==> src/rtl/mcs6530_bus_master.sv <==
// mcs6530_bus_master: 6502-style bus initiator for exercising the 6530 RRIOT.
// Turns a valid/ready request stream into one PHI2 bus cycle per request,
// generates PHI2 and RES, and returns read data with a one-clk rsp_valid.
// Optional feature macro: MCS6530_BUSM_IRQ_EN (two-flop irq_n synchronizer).
//
// state      | meaning
// -----------+-----------------------------------------------------------
// RESET_HOLD | res_n low, no requests accepted, counting RESET_CYCLES bus cycles
// RUN        | res_n high, one request may be accepted per bus cycle

module mcs6530_bus_master #(
    parameter int PHI1_CYCLES  = 4,
    parameter int PHI2_CYCLES  = 4,
    parameter int RESET_CYCLES = 8
) (
    input  logic       clk,
    input  logic       rst,
    input  logic       req_valid,
    output logic       req_ready,
    input  logic       req_we,
    input  logic       req_rs0,
    input  logic [9:0] req_addr,
    input  logic [7:0] req_wdata,
    output logic       rsp_valid,
    output logic [7:0] rsp_rdata,
    output logic       phi2,
    output logic       res_n,
    output logic [9:0] a,
    output logic       rs0,
    output logic       r_w,
    output logic       sel,
    output logic [7:0] db_o,
    output logic       db_oe,
    input  logic [7:0] db_i,
    input  logic       irq_n,
    output logic       irq
);

    localparam int PH_MAX = (PHI1_CYCLES > PHI2_CYCLES) ? PHI1_CYCLES : PHI2_CYCLES;
    localparam int PW     = $clog2(PH_MAX);
    localparam int RW     = (RESET_CYCLES > 1) ? $clog2(RESET_CYCLES) : 1;

    localparam logic [PW-1:0] PH1_LOAD = PW'(PHI1_CYCLES - 1);
    localparam logic [PW-1:0] PH2_LOAD = PW'(PHI2_CYCLES - 1);
    localparam logic [RW-1:0] RST_LOAD = RW'(RESET_CYCLES - 1);

    typedef enum logic {
        RESET_HOLD,
        RUN
    } state_t;

    state_t        state;
    logic [PW-1:0] ph_cnt;
    logic [RW-1:0] rst_cnt;
    logic [7:0]    wdata_q;

    logic ph_end;
    logic fall_edge;
    logic rise_edge;
    logic hold_end;
    logic accept;

    // Phase terminal counts; PHI1/PHI2 minimums of 2 keep rise and hold_end apart.
    assign ph_end    = (ph_cnt == '0);
    assign fall_edge = phi2 & ph_end;
    assign rise_edge = ~phi2 & ph_end;
    assign hold_end  = ~phi2 & (ph_cnt == PH1_LOAD);
    assign accept    = req_ready & req_valid;

    // Free-running PHI1/PHI2 phase generator (down-counter per phase).
    always_ff @(posedge clk or posedge rst) begin
        if (rst) begin
            ph_cnt <= PH1_LOAD;
            phi2   <= 1'b0;
        end else if (ph_end) begin
            phi2   <= ~phi2;
            ph_cnt <= phi2 ? PH1_LOAD : PH2_LOAD;
        end else begin
            ph_cnt <= ph_cnt - 1'b1;
        end
    end

    // Sequencing FSM plus all registered bus and response outputs.
    always_ff @(posedge clk or posedge rst) begin
        if (rst) begin
            state     <= RESET_HOLD;
            rst_cnt   <= RST_LOAD;
            res_n     <= 1'b0;
            req_ready <= 1'b0;
            a         <= '0;
            rs0       <= 1'b0;
            r_w       <= 1'b1;
            sel       <= 1'b0;
            wdata_q   <= '0;
            db_o      <= '0;
            db_oe     <= 1'b0;
            rsp_valid <= 1'b0;
            rsp_rdata <= '0;
        end else begin
            // ready is presented on the last clk of PHI2 so the accept edge is the phi2 fall
            req_ready <= (state == RUN) && phi2 && (ph_cnt == PW'(1));
            rsp_valid <= 1'b0;

            case (state)
                RESET_HOLD: begin
                    if (fall_edge) begin
                        if (rst_cnt == '0) begin
                            state <= RUN;
                            res_n <= 1'b1;
                        end else begin
                            rst_cnt <= rst_cnt - 1'b1;
                        end
                    end
                end
                RUN: begin
                    res_n <= 1'b1;
                end
                default: state <= RESET_HOLD;
            endcase

            if (fall_edge) begin
                // close out the bus cycle that is ending
                rsp_valid <= sel;
                if (sel && r_w) begin
                    rsp_rdata <= db_i;
                end
                // open the next bus cycle
                if (accept) begin
                    a       <= req_addr;
                    rs0     <= req_rs0;
                    r_w     <= ~req_we;
                    sel     <= 1'b1;
                    wdata_q <= req_wdata;
                end else begin
                    rs0 <= 1'b0;
                    r_w <= 1'b1;
                    sel <= 1'b0;
                end
            end

            // db_o is loaded at phi2 rise so the hold clk keeps the old write data
            if (rise_edge) begin
                db_oe <= sel & ~r_w;
                if (sel && !r_w) begin
                    db_o <= wdata_q;
                end
            end else if (hold_end) begin
                db_oe <= 1'b0;
            end
        end
    end

`ifdef MCS6530_BUSM_IRQ_EN
    logic irq_s1;
    logic irq_s2;

    // Two-flop synchronizer for the chip's asynchronous IRQ output.
    always_ff @(posedge clk or posedge rst) begin
        if (rst) begin
            irq_s1 <= 1'b1;
            irq_s2 <= 1'b1;
        end else begin
            irq_s1 <= irq_n;
            irq_s2 <= irq_s1;
        end
    end

    assign irq = ~irq_s2;
`else
    logic unused_irq_n;
    assign unused_irq_n = irq_n;
    assign irq          = 1'b0;
`endif

endmodule
==> config.mk <==
export PLATFORM = sky130hd
export DESIGN_NAME = mcs6530_bus_master
export DESIGN_NICKNAME = d
export VERILOG_FILES = /design/src/rtl/mcs6530_bus_master.sv
export SDC_FILE = /design/constraint.sdc
export NUM_CORES = 1
export LEC_CHECK = 0
export CORE_MARGIN = 1.5
export CORE_UTILIZATION = 45
export CTS_CLUSTER_DIAMETER = 40
export DETAILED_ROUTE_END_ITERATION = 6
export GPL_ROUTABILITY_DRIVEN = 0
export PLACE_DENSITY = 0.79
export SETUP_SLACK_MARGIN = 0.4
export SYNTH_ARGS = -nofsm -noshare
export SYNTH_HDL_FRONTEND = slang
export SYNTH_SLANG_ARGS = --single-unit
==> constraint.sdc <==
create_clock -name clk -period 2.3 [get_ports clk]
set_input_delay 0.46 -clock clk [delete_from_list [all_inputs] [get_ports clk]]
set_output_delay 0.46 -clock clk [all_outputs]
set_load 0.03 [all_outputs]
[Yosys cells after proc, flatten, opt, wreduce, memory -nomap -nowiden]
Index checks and enable logic that the tools add are counted.
W data, S select, Z words.
Word-level totals
  flip-flop bits (word level): 48
  latch bits: 0
  RAM bits: 0
  memory bits (read-only): 0
  bits of input ports: 32
  logic and storage cells: 57
  memories kept: 0
Operators by class
  add/sub/neg operators: 2
  multipliers: 0
  divide/modulo/power cells: 0
  magnitude comparators: 0
  equality and inequality tests: 4
  shift-type cells: 0
  multiplexer cells: 13
  bitwise gates (word level): 10
  reductions and logical operators: 13
Operators with widths (number)
  $mux W1: 11
  $reduce_and A2 Y1: 4
  $and A1 B1 Y1: 5
  $not A1 Y1: 5
  $logic_and A1 B1 Y1: 4
  $ne A2 B2 Y1 const B: 2
  $logic_not A3 Y1: 1
  $reduce_and A3 Y1: 1
  $sub A3 B1 Y3 const B: 1
  $eq A2 B1 Y1 const B: 1
  $eq A2 B2 Y1 const B: 1
  $logic_not A2 Y1: 1
  $mux W2: 1
  $pmux W1 S2: 1
  $reduce_bool A2 Y1: 1
  $sub A2 B1 Y2 const B: 1
  $logic_not A1 Y1: 1

[Longest topological paths before layout]
Gate-level depths: netlist of the first run.
  depth after elaboration: 4
  mapped depth: 6
  depth with buffers taken out: 5

[Worst setup path after synthesis of the first run]
No wires, ideal clock.
  path kind: flip-flop to flip-flop
  start: register ph_cnt[0]
  end: register a[4]
  library setup time: 0.125 ns
  data arrival time: 1.615 ns
  data required time: 2.175 ns
  slack: 0.560 ns
  stages on the path, launching flop included: 7
  period minus slack after synthesis: 1.740 ns
  cells stage by stage: dfstp_2 > inv_1 > ha_1 > and2_4 > and3_4 > buf_12 > mux2_4
On the way
  word-level cells in the longest chain between the ends: 3
RTL lines
  start, declared: RTL line 53  | logic [PW-1:0] ph_cnt;
  start signal, assigned: RTL line 77  | ph_cnt <= phi2 ? PH1_LOAD : PH2_LOAD;
  start signal, assigned: RTL line 79  | ph_cnt <= ph_cnt - 1'b1;
  $logic_not A2 Y1: RTL line 64  | assign ph_end = (ph_cnt == '0);
  $and A1 B1 Y1: RTL line 65  | assign fall_edge = phi2 & ph_end;
  $reduce_and A2 Y1 (no line)
  end signal, assigned: RTL line 129  | a <= req_addr;
  end, declared: RTL line 28  | output logic [9:0] a,
No other way between the ends.
A chain may end at the register's enable or synchronous reset.

[Final worst setup path of the first run]
  start: register req_ready
  end: output port req_ready
RTL lines
  start, declared: RTL line 19  | output logic req_ready,
  start signal, assigned: RTL line 101  | req_ready <= (state == RUN) && phi2 && (ph_cnt == PW'(1));
No word-level cell between the ends.

==> summary.md, run 1 <==
| Metric | Value |
|---|---|
| Die H | 69.30 um |
| Synth Register Bits | 48 |
| Net count, final | 229 |
| Clock sinks | 48 |
| Crit share post-route | 82.06% |
| Largest net degree at the start of global routing | 49 |
| Crit end category | output port |
| Drt total wl | 3972 um |
| GRT Total Usage | 16.89% |
| Hold Crit Class | reg2reg |
| Pre-Repair DR Iteration Count | 4 |
| Layout Area Growth over Synthesis | 38.39% |
| Total die area | 4802 um2 |
| Via count | 1196 |
| Port Buf Inserts | 64 |
| Clock Pin Slew Worst Setup and Hold Paths | 0.08 ns |
| Worst slew pin tran | 0.5835 ns |
| Area post-placement | 2636 um2 |
| Maximum buffer depth of the clock tree | 2 |
| ANT cells | 0 |
| CTS Buf Count | 5 |
| Critical path startpoint | req_ready |
| H-tree levels | 2 |
| Post-route design area | 2738 um2 |
| Library cells used by synthesis | 30 |
| Power Total | 0.001820 W |
| Gr ovfl total | 0 |
| Outcome | finished clean |
| Starting DRT DRC Count | 47 |
| Hold buffers post-CTS | 0 |
| Worst path slowest cell | clkdlybuf4s50_1 |
| Avg Inst Size Synth | 16.08 um2 |
| Pre-CTS setup slack | 0.4265 ns |
| RR Startpoint | ph_cnt[0] |
| CP Max Fanout | 3 |
| Final antenna-violating net count | 0 |
| Setup TNS | 0 ns |
| First-pass GRT wire length | 6417 um |
| Core box area | 4115 um2 |
| Via count of the first global-routing pass | 1291 |
| Initial antenna violation count | 0 |
| Worst EP required | 1.84 ns |
| DRC | 0 |
| CTS Root Cell | clkbuf_8 |
| Wirelength per Cell | 16.35 um |
| Placed Instances | 234 |
| Non-filler cells, final | 243 |
| Row cnt | 23 |
| Delay-heaviest family, CP | buffers and inverters |
| Synthesized net count | 160 |
| Worst Path Buf+Inv | 1 |
| Fillers | 304 |
| Hold Path Origin | wdata_q[5] |
| Final hold violations | 0 |
| Static Leak | 1.212 nW |
| Post-synthesis sequential area ratio | 61.10% |
| Starting Density | 48.07% |
| Fmax | 0.5299 GHz |
| Share of layout cells above drive strength 1 | 28.50% |
| Power density cells | 664.7 nW/um2 |
| Clk_skew | 0.006192 ns |
| Crit-path cells | clkdlybuf4s50_1 |
| Clk_lat worst skew | 0.29 ns |
| Worst setup SP type | flop |
| TritonCTS clock tree | built |
| CP arrival | 1.43 ns |
| Number of vias per cell | 4.922 |
| Synth Cell Area | 1978 um2 |
| Final setup fails | 0 |
| Final Max Slew Viols | 0 |
| DIE WIDTH | 69.30 um |
| WS Path Type | reg2out |
| Post-DP HPWL | 2738 um |
| RSZ-0062 raised after global routing | yes |
| Rel. slew slack | 61.10% |
| Gate Count Post-Synth | 123 |
| Post-route setup slack | 0.4127 ns |
| Max Cap Viol | 0 |
| Worst ir drop on vdd | 0.3427 mV |
| Synth warn | 0 |
| Max incr delay on CP | 0.71 ns |
| I/O pin count | 67 |
| Min Tclk post-route | 1.887 ns |
synth_stat cells:
master,instances,area share [%]
inv_1,6,1.1
nand2_1,1,0.19
nor2_1,3,0.57
mux2_1,1,0.57
conb_1,1,0.19
nor3b_1,1,0.38
nor3_2,1,0.51
buf_12,2,2.0
xnor2_1,1,0.44
a21oi_1,1,0.25
or2_2,1,0.32
a22o_1,1,0.44
nand2_2,1,0.32
and3_1,2,0.63
mux2_2,17,9.7
mux2i_1,1,0.51
xor2_1,1,0.44
nor2b_1,1,0.32
nand2b_1,2,0.63
o21ai_0,1,0.25
ha_1,5,3.2
dfstp_2,6,8.0
dfrtp_1,42,53
and4bb_1,1,0.63
mux2_4,17,13
and2_4,1,0.44
and3_4,1,0.57
a21o_1,2,0.76
buf_2,1,0.25
buf_4,1,0.38
per-stage QoR:
| stage | hold WS [ns] | utilization [%] |
|---|---|---|
| after floorplan | 0.4527 | - |
| after global placement | 0.4610 | 64.06 |
| after detailed placement | 0.4631 | 64.06 |
| after CTS | 0.4946 | 66.28 |
| after global routing | 0.5206 | 66.52 |
| final | 0.4926 | 66.52 |
repair_timing:
item,CTS,global route
endpoints found under the setup margin,3,19
resized for setup,2,1
pin swaps,1,0
gates cloned,0,1
buffers inserted,0,0
cell families after synthesis:
| kind of cell | count (synthesis) | synth area share, % |
|---|---|---|
| other | 1 | 0.1896 |
| AOI/OAI and AO/OA | 5 | 1.707 |
| xor gates and xnor gates | 2 | 0.8857 |
| muxes | 36 | 23.66 |
| adders and majority gates | 5 | 3.163 |
| buffers and inverters | 10 | 3.795 |
| DFF | 48 | 61.10 |
| and+or+nand+nor | 16 | 5.503 |
cells in the final DEF, fill, tap and decap left out:
cell,n
nand2_1,1
xnor2_1,1
mux2_2,17
and3_4,1
nor3b_1,1
ha_1,5
inv_1,5
o21ai_0,1
nor2b_1,1
and3_1,2
and3_2,1
and4bb_1,1
mux2_1,1
a21oi_1,1
nand2b_1,2
clkbuf_8,6
nor3_2,1
dfstp_2,6
dlymetal6s2s_1,1
clkdlybuf4s50_1,61
conb_1,1
a22o_1,1
and2_4,1
or2_2,1
buf_4,1
mux2i_1,1
clkbuf_1,1
clkinvlp_4,1
dfrtp_1,42
mux2_4,17
nor2_1,3
dlygate4sd2_1,2
nand2_2,1
inv_2,1
a21o_1,2
xor2_1,1
state kept, by name, indices dropped and copies added (netlist names), 2 cells and up:
register / flops
ph_cnt: 2
rsp_rdata: 8
rst_cnt: 3
wdata_q: 8
db_o: 8
a: 10
worst paths after layout:
check	endpoint	slack, ns	cells past startpoint
min in group asynchronous	db_o[2]	0.64	3
setup reg to reg	a[4]	0.44	5
hold reg to reg	db_o[5]	0.49	1
hold / removal	db_o[5]	0.49	1
max in group asynchronous	a[2]	1.27	3
setup / recovery	req_ready	0.41	1
final cells by class:
class                      instances  area, um2  share of cell area [%]
sequential                        48       1209                   44.15
timing repair buffer              65      648.1                   23.67
clock buffer                       7      86.33                   3.154
multi-input combinational         66      701.9                   25.64
clock inverter                     1      7.507                  0.2742
tap                               50      62.56                   2.285
inverter                           6      22.52                  0.8227
where the power goes:
part | switching, W | internal (W) | total [W]
Sequential | 0.0000354 | 0.000911 | 0.000946
Combinational | 0.000175 | 0.000194 | 0.000369
Clock | 0.000260 | 0.000244 | 0.000504
Total | 0.000470 | 0.00135 | 0.00182
routing by layer:
| layer | vias to the layer above | wire (um) | share of wire [%] | track usage (%) |
|---|---|---|---|---|
| met2 | 43 | 1887 | 48 | 26.50 |
| met5 | - | 0 | 0 | 0 |
| met3 | 7 | 183 | 4.6 | 4.651 |
| met1 | 593 | 1841 | 46 | 22.61 |
| li1 | 553 | - | - | - |
| met4 | 0 | 59 | 1.5 | 5.882 |
Power figures use the tool's default switching activity.
==> run 2, diff against run 1 <==
- clock period: 2.3 -> 1.8 ns (I/O delays scaled with it)
==> run 2 against run 1 <==
Effect of this change: via count rose by 10%; core utilization is 5.3 points higher; setup slack worse by 0.20 ns; total power grew 33%; highest routed layer unchanged; clock skew barely moved; flip-flop and latch count stayed put; global-route usage up 4.0 points; routed wire length increased by 20%; combinational power is 21% higher.
==> summary.md, run 2 (same netlist as run 1, synthesis figures left out) <==
| Metric | Value |
|---|---|
| Most frequent cells in the layout | 40 x dfrtp_1, 30 x clkdlybuf4s50_1, 22 x mux2_4 |
| First-pass GRT wire length | 7562 um |
| DIE WIDTH | 69.30 um |
| Final antenna-violating net count | 0 |
| Final hold violations | 0 |
| Row cnt | 23 |
| CTS Root Cell | clkbuf_8 |
| CP arrival | 1.77 ns |
| ANT cells | 0 |
| Wirelength per Cell | 18.38 um |
| TritonCTS clock tree | built |
| Setup TNS | 0 ns |
| Clk network pwr share | 31.4% |
| Largest net degree at the start of global routing | 26 |
| Total die area | 4802 um2 |
| Crit share post-route | 88.28% |
| Worst EP required | 1.98 ns |
| Most flop-heavy register | a |
| GRT Total Usage | 20.93% |
| Final Max Slew Viols | 0 |
| Starting DRT DRC Count | 66 |
| CTS Buf Count | 5 |
| Static Leak | 1.363 nW |
| Power density cells | 819.0 nW/um2 |
| Worst setup SP type | flop |
| Max Cap Viol | 0 |
| Int Pwr | 0.001793 W |
| RR Startpoint | ph_cnt[1] |
| Post-DP HPWL | 2836 um |
| Drt total wl | 4761 um |
| Share of layout cells above drive strength 1 | 58.37% |
| Via count of the first global-routing pass | 1460 |
| End-of-flow core utilization | 71.82% |
| I/O pin count | 67 |
| Starting Density | 48.07% |
| Largest register FFs | 10 |
| Switching Share | 25.93% |
| RSZ-0062 raised after global routing | yes |
| Seq pwr share | 50.1% |
| Net count, final | 245 |
| Die H | 69.30 um |
| Port Buf Inserts | 64 |
| DRC | 0 |
| Hold Crit Class | in2async |
| Worst ir drop on vdd | 0.6185 mV |
| Clock Pin Slew Worst Setup and Hold Paths | 0.09 ns |
| Crit end category | flop |
| Min Tclk post-route | 1.589 ns |
| Fillers | 258 |
| Pre-Repair DR Iteration Count | 4 |
| Layout Area Growth over Synthesis | 49.40% |
| Net Sw Power | 0.0006275 W |
| Combinational power share | 18.4% |
| Clk_skew | 0.006440 ns |
| Hold buffers post-CTS | 0 |
| Outcome | finished clean |
| Critical path startpoint | ph_cnt[1] |
| H-tree levels | 2 |
| Number of vias per cell | 5.081 |
| Clock sinks | 48 |
| CP Max Fanout | 6 |
| Commonest non-fill, non-tap cell in the layout | dfrtp_1 |
| Initial antenna violation count | 0 |
| Via count | 1316 |
| Fmax | 0.6293 GHz |
| Gr ovfl total | 0 |
| Core box area | 4115 um2 |
| WS Path Type | reg2reg |
| Clk_lat worst skew | 0.30 ns |
| Final setup fails | 0 |
| Maximum buffer depth of the clock tree | 2 |
==> run 2: cell count changes in the layout (fill, tap and decap cells not counted), sizes merged <==
| cell | delta |
|---|---|
| inv | -1 |
| dlygate4sd2 | -2 |
| buf | +18 |
| dlymetal6s2s | -1 |
| clkinv | +1 |
| clkbuf | +15 |
| bufinv | +1 |
| clkdlybuf4s50 | -31 |
| and3 | +2 |
| clkdlybuf4s15 | +14 |
==> run 2: timing repair <==
item                       in CTS  in global routing
cloned                          3                  0
resized for setup             102                 35
pin swaps                       3                  6
setup buffers                   5                  8
setup endpoints to repair      75                 60
==> run 2: power groups by stage <==
stage	Sequential (W)	Clock, W	Combinational (W)
6_report	0.00121	0.000761	0.000446
5_1_grt	0.00122	0.000830	0.000470
4_1_cts	0.00121	0.000779	0.000466
3_5_place_dp	0.00123	0	0.000489
3_3_place_gp	0.00123	0	0.000481
2_1_floorplan	0.00136	0	0.000120
==> run 2: stage by stage <==
stage          std cells  total power, W  worst slack (ns)  instance area (um2)  hold slack [ns]
2_1_floorplan        123        0.001482            0.1834                 2033           0.3874
3_3_place_gp         235        0.001706           0.04292                 2705           0.4684
3_5_place_dp         235        0.001721           0.01514                 2705           0.4752
4_1_cts              251        0.002457            0.2192                 2928           0.3610
5_1_grt              259        0.002523            0.1781                 2955           0.3727
6_report             259        0.002420            0.2109                 2955           0.3633
==> run 2: layer usage <==
layer	track usage (%)	vias to the layer above	share of wire, %	wire, um
met5	0	-	0	0
met4	10.89	0	1.8	85
met3	7.122	10	6.0	286
met2	33.55	53	51	2435
met1	24.95	665	41	1954
li1	-	588	-	-
==> run 2: final timing paths <==
path	to	slack, ns	depth (start not counted)
max	a[3]	0.21	5
min	rsp_rdata[4]	0.36	2
max reg2reg	a[3]	0.21	5
min reg2reg	res_n	0.50	1
max in group asynchronous	r_w	0.92	3
min in group clk	res_n	0.50	1
==> run 2: worst max-delay path: stages, from the launching register on <==
cell and delay, ns:
dfstp_2 0.55, inv_2 0.05, ha_4 0.17, and2_4 0.19, and3_4 0.21, mux2_4 0.32
==> run 2: cell type report <==
class	count	area, um2	area share, %
clock buffers	6	72.57	2.456
clock inverters	2	35.03	1.185
multi-input cells	68	844.6	28.58
flip-flops and latches	48	1211	40.98
well taps	50	62.56	2.117
repair buffers	79	700.7	23.71
inverters	6	28.78	0.9738
==> RTL edit 1: new RTL, config.mk and constraints of run 2 <==
Change the parameter `PHI1_CYCLES` from 4 to 2.
--- a/src/rtl/mcs6530_bus_master.sv
+++ b/src/rtl/mcs6530_bus_master.sv
@@ -9,7 +9,7 @@
 // RUN        | res_n high, one request may be accepted per bus cycle
 
 module mcs6530_bus_master #(
-    parameter int PHI1_CYCLES  = 4,
+    parameter int PHI1_CYCLES  = 2,
     parameter int PHI2_CYCLES  = 4,
     parameter int RESET_CYCLES = 8
 ) (
Behaviour: not the same (a bounded check fails within 4 cycles, from zero or initial values and one cycle with rst high).
==> RTL edit 1 against run 2 <==
Combinational power is 5.8% higher; via count is 5.2% lower; global-route usage is 2.7 points lower; setup slack better by 0.027 ns; critical path depth is 1 lower; cell area is 5.5% lower; area after synthesis is 5.6% lower; routed wire length is 16% lower; clock skew hardly changed; sequential cell count stayed put; hold slack better by 0.095 ns; total power is 4.7% lower; largest cell class unchanged.
==> RTL edit 1: results (changes against run 2) <==
synth_compound_area_frac: 0.0261  # was 0.0171
nNetsFinal: 233  # was 245
critPathLaunch: "ph_cnt[1]"  # unchanged
synth_ff_type: "dfrtp_1"  # unchanged
buffers: 75  # was 79
async_reset_ff_frac: 1.00  # unchanged
ys_top_cells_by_area: "dfrtp_1, mux2_2, dfstp_2"  # was dfrtp_1, mux2_4, mux2_2
cp_slowest_cell: "dfrtp_2"  # was dfstp_2
fillers: 271  # was 258
dpl.hpwl_um: 2640  # was 2840 um
sequential_cell_area_um2: 1210  # about the same
nMultiInputCombCells: 65  # was 68
layout-drive-gt1-share: 0.560  # was 0.584
grt_start_max_net_pins: 49  # was 26
placed_area_um2: 2590  # was 2710 um^2
ys_types: 30  # unchanged
leakagePower_nw: 1.26  # was 1.36 nW
ir_drop_mv: 0.509  # was 0.619 mV
antenna_found_initial: 0  # unchanged
drt_wl_total_um: 4020  # was 4760 um
synth_xor_area_frac: 0.00469  # was 0.00886
status: "complete, no violations"  # unchanged
yosys.area_share.adder: 0.0134  # was 0.0316
first_pass_iters: 3  # was 4
fin_hold_ws_ns: 0.459  # was 0.363 ns
vias_per_cell: 4.99  # was 5.08
dr.first_iter.drc_count: 52  # was 66
met2_usage: 0.301  # was 0.335
nClkBuffers: 6  # unchanged
cts_buffers: 5  # unchanged
ys_seq_area_frac: 0.647  # was 0.611
core-area_um2: 4000  # was 4120 um^2
syn_inst: 118  # was 123
multiInputGateArea_um2: 759  # was 845 um^2
critPathMaxFanout: 8  # was 6
p_int_w: 0.00167  # was 0.00179 W
post-place-ws_ns: 0.0909  # was 0.0151 ns
reg2reg_depth: 4  # was 5
inverters: 4  # was 6
cpLargestDelayFamily: "simple AND/OR/NAND/NOR gates"  # was flip-flops
track_usage: 0.182  # was 0.209
clk_pin_slew_worst_paths_ns: 0.09  # about the same
use_met1: 0.223  # was 0.250
wl_per_cell_um: 16.1  # was 18.4 um
regMostFlops: "a"  # unchanged
skew_ns: 0.00690  # was 0.00644 ns
crit_end: "a[0]"  # was a[3]
buf_share: 0.235  # was 0.237
syn_nets: 152  # was 160
worstPathArrival_ns: 1.75  # was 1.77 ns
global_route.usage.met3: 0.0600  # was 0.0712
ff2ff_setup_slack_ns: 0.24  # was 0.21 ns
final_cell_area_um2: 2790  # was 2960 um^2
fin_crit_ns: 1.56  # was 1.59 ns
crit_path_max_incr_delay_ns: 0.46  # was 0.55 ns
grt_pass1_wl_um: 5950  # was 7560 um
clk_share: 0.0305  # was 0.0364
synth_common_cells: "dfrtp_1, mux2_2, dfstp_2"  # was dfrtp_1, mux2_2, mux2_4
yosys-mux-area-fraction: 0.216  # was 0.237
[RTL edit 1: routing by layer]
layer	part of all wire	wire length (um)	vias up
met1	0.41	1650	627
met3	0.058	233	7
li1	-	-	571
met4	0.014	58	0
met5	0	0	-
met2	0.52	2080	42
[RTL edit 1: what timing repair did]
item / CTS / global route
gates cloned: 2 / 0
resized for setup: 96 / 39
pin swaps: 5 / 4
setup endpoints to repair: 71 / 61
buffers inserted: 8 / 0
[RTL edit 1: power by group through the flow]
stage	clock [W]	combinational, W	sequential, W
6_report	0.000609	0.000472	0.00122
5_1_grt	0.000681	0.000499	0.00123
4_1_cts	0.000629	0.000481	0.00122
3_5_place_dp	0	0.000501	0.00124
3_3_place_gp	0	0.000490	0.00123
2_1_floorplan	0	0.000101	0.00139
[RTL edit 1: tightest hold or removal path, cell delays in order]
cell             delay, ns
clkdlybuf4s50_1       0.44
clkinvlp_4            0.10
buf_12                0.24
==> RTL edit 2: new RTL, config.mk and constraints of run 2 <==
Made on the original files. The option `MCS6530_BUSM_IRQ_EN` is turned on by a define.
--- a/src/rtl/mcs6530_bus_master.sv
+++ b/src/rtl/mcs6530_bus_master.sv
@@ -7,6 +7,8 @@
 // -----------+-----------------------------------------------------------
 // RESET_HOLD | res_n low, no requests accepted, counting RESET_CYCLES bus cycles
 // RUN        | res_n high, one request may be accepted per bus cycle
+
+`define MCS6530_BUSM_IRQ_EN
 
 module mcs6530_bus_master #(
     parameter int PHI1_CYCLES  = 4,
Function: changed (Yosys sat finds a counterexample within 4 cycles, from zero or initial values and one cycle with rst high).
==> RTL edit 2 against run 2 <==
Total power up 3.8%; setup slack about the same; critical path depth did not move; critical path type unchanged; hold slack gained 0.0019 ns; cell area grew 4.3%; routed wire length down 3.6%; area after synthesis up 2.3%; synthesized cell count grew 0.81%; cell count up 1.9%; clock skew rose by 0.0029 ns; sequential cell count is 2 higher.
==> RTL edit 2: results (changes against run 2) <==
hold_path_class: "reg -> reg"  # was in -> async
ff2ff_setup_slack_ns: 0.21  # about the same
vias_per_cell: 4.97  # was 5.08
layout-drive-gt1-share: 0.580  # was 0.584
dpl.cell_count: 241  # was 235
regMostFlops: "a"  # unchanged
placed_area_um2: 2780  # was 2710 um^2
met3WireLength_um: 204  # was 286 um
synth_common_cells: "dfrtp_1, mux2_2, mux2_4"  # unchanged
clk_path_buf_depth: 2  # unchanged
ys_top_cells_by_area: "dfrtp_1, mux2_4, dfstp_2"  # was dfrtp_1, mux2_4, mux2_2
fin_hold_ws_ns: 0.365  # was 0.363 ns
drt-met1-wl_um: 2150  # was 1950 um
nNetsFinal: 248  # was 245
leakagePower_nw: 1.39  # was 1.36 nW
met2_usage: 0.289  # was 0.335
fin_cells: 264  # was 259
ys_types: 28  # was 30
switchingPower_w: 0.000645  # was 0.000628 W
io_buffers: 66  # was 64
cts_buffers: 5  # unchanged
fin_crit_ns: 1.59  # about the same
dr.first_iter.drc_count: 53  # was 66
dpl.hpwl_um: 2950  # was 2840 um
largest_register_ffs: 10  # unchanged
status: "complete, no violations"  # unchanged
grt_pass1_wl_um: 6930  # was 7560 um
wl_per_cell_um: 17.4  # was 18.4 um
ir_drop_mv: 0.585  # was 0.619 mV
h-tree-depth: 2  # unchanged
antenna_found_initial: 0  # unchanged
ys_seq_area_frac: 0.623  # was 0.611
first_pass_iters: 3  # was 4
post-place-ws_ns: -0.00118  # was 0.0151 ns
dr_wl_met2_um: 2170  # was 2440 um
global_route.usage.met3: 0.0418  # was 0.0712
skew_ns: 0.00938  # was 0.00644 ns
track_usage: 0.186  # was 0.209
use_met1: 0.256  # was 0.250
syn_inst: 124  # was 123
crit_path_max_incr_delay_ns: 0.55  # about the same
syn_nets: 161  # was 160
slew_headroom: 0.731
grt_pass1_vias: 1293  # was 1460
clk_pin_slew_worst_paths_ns: 0.08
[RTL edit 2: cell count changes after synthesis]
cell / run 2 / this run
conb_1: 1 / 0
inv_1: 6 / 7
dfstp_2: 6 / 8
buf_4: 1 / 0
[RTL edit 2: area by class of cell]
| cell class | instances | area (um^2) |
|---|---|---|
| Timing Repair Buffer | 79 | 748 |
| Multi-Input combinational cell | 68 | 863 |
| Fill cell | 272 | 1270 |
| Inverter | 7 | 30.0 |
| Sequential cell | 50 | 1260 |
| Tap cell | 52 | 65.1 |
| Clock buffer | 6 | 72.6 |
| Clock inverter | 2 | 37.5 |
[RTL edit 2: power by group through the flow]
stage / logic, W / clock network, W / registers (W)
after floorplan: 0.000119 / 0 / 0.00141
after global placement: 0.000484 / 0 / 0.00128
after detailed placement: 0.000494 / 0 / 0.00129
after CTS: 0.000470 / 0.000791 / 0.00126
after global routing: 0.000493 / 0.000835 / 0.00128
final: 0.000469 / 0.000777 / 0.00127
[RTL edit 2: what timing repair did]
| action | CTS | global route |
|---|---|---|
| hold buffers | 0 | 0 |
| buffers inserted | 3 | 8 |
| cloned | 3 | 1 |
| pin swaps | 3 | 2 |
| resized for setup | 112 | 33 |
| endpoints found under the setup margin | 76 | 52 |
[RTL edit 2: kinds of logic after synthesis]
| kind of cell | synth area share |
|---|---|
| compound gates | 0.0167 |
| xor+xnor | 0.00866 |
| fa+ha+maj | 0.0309 |
| buf+inv | 0.0353 |
| flops | 0.623 |
| mux | 0.231 |
| simple gates | 0.0538 |
[RTL edit 2: worst register-to-register path: stages, from the launching register on]
cell     delay [ns]
dfstp_2        0.55
inv_2          0.05
ha_4           0.17
and2_4         0.18
and3_4         0.21
mux2_4         0.32
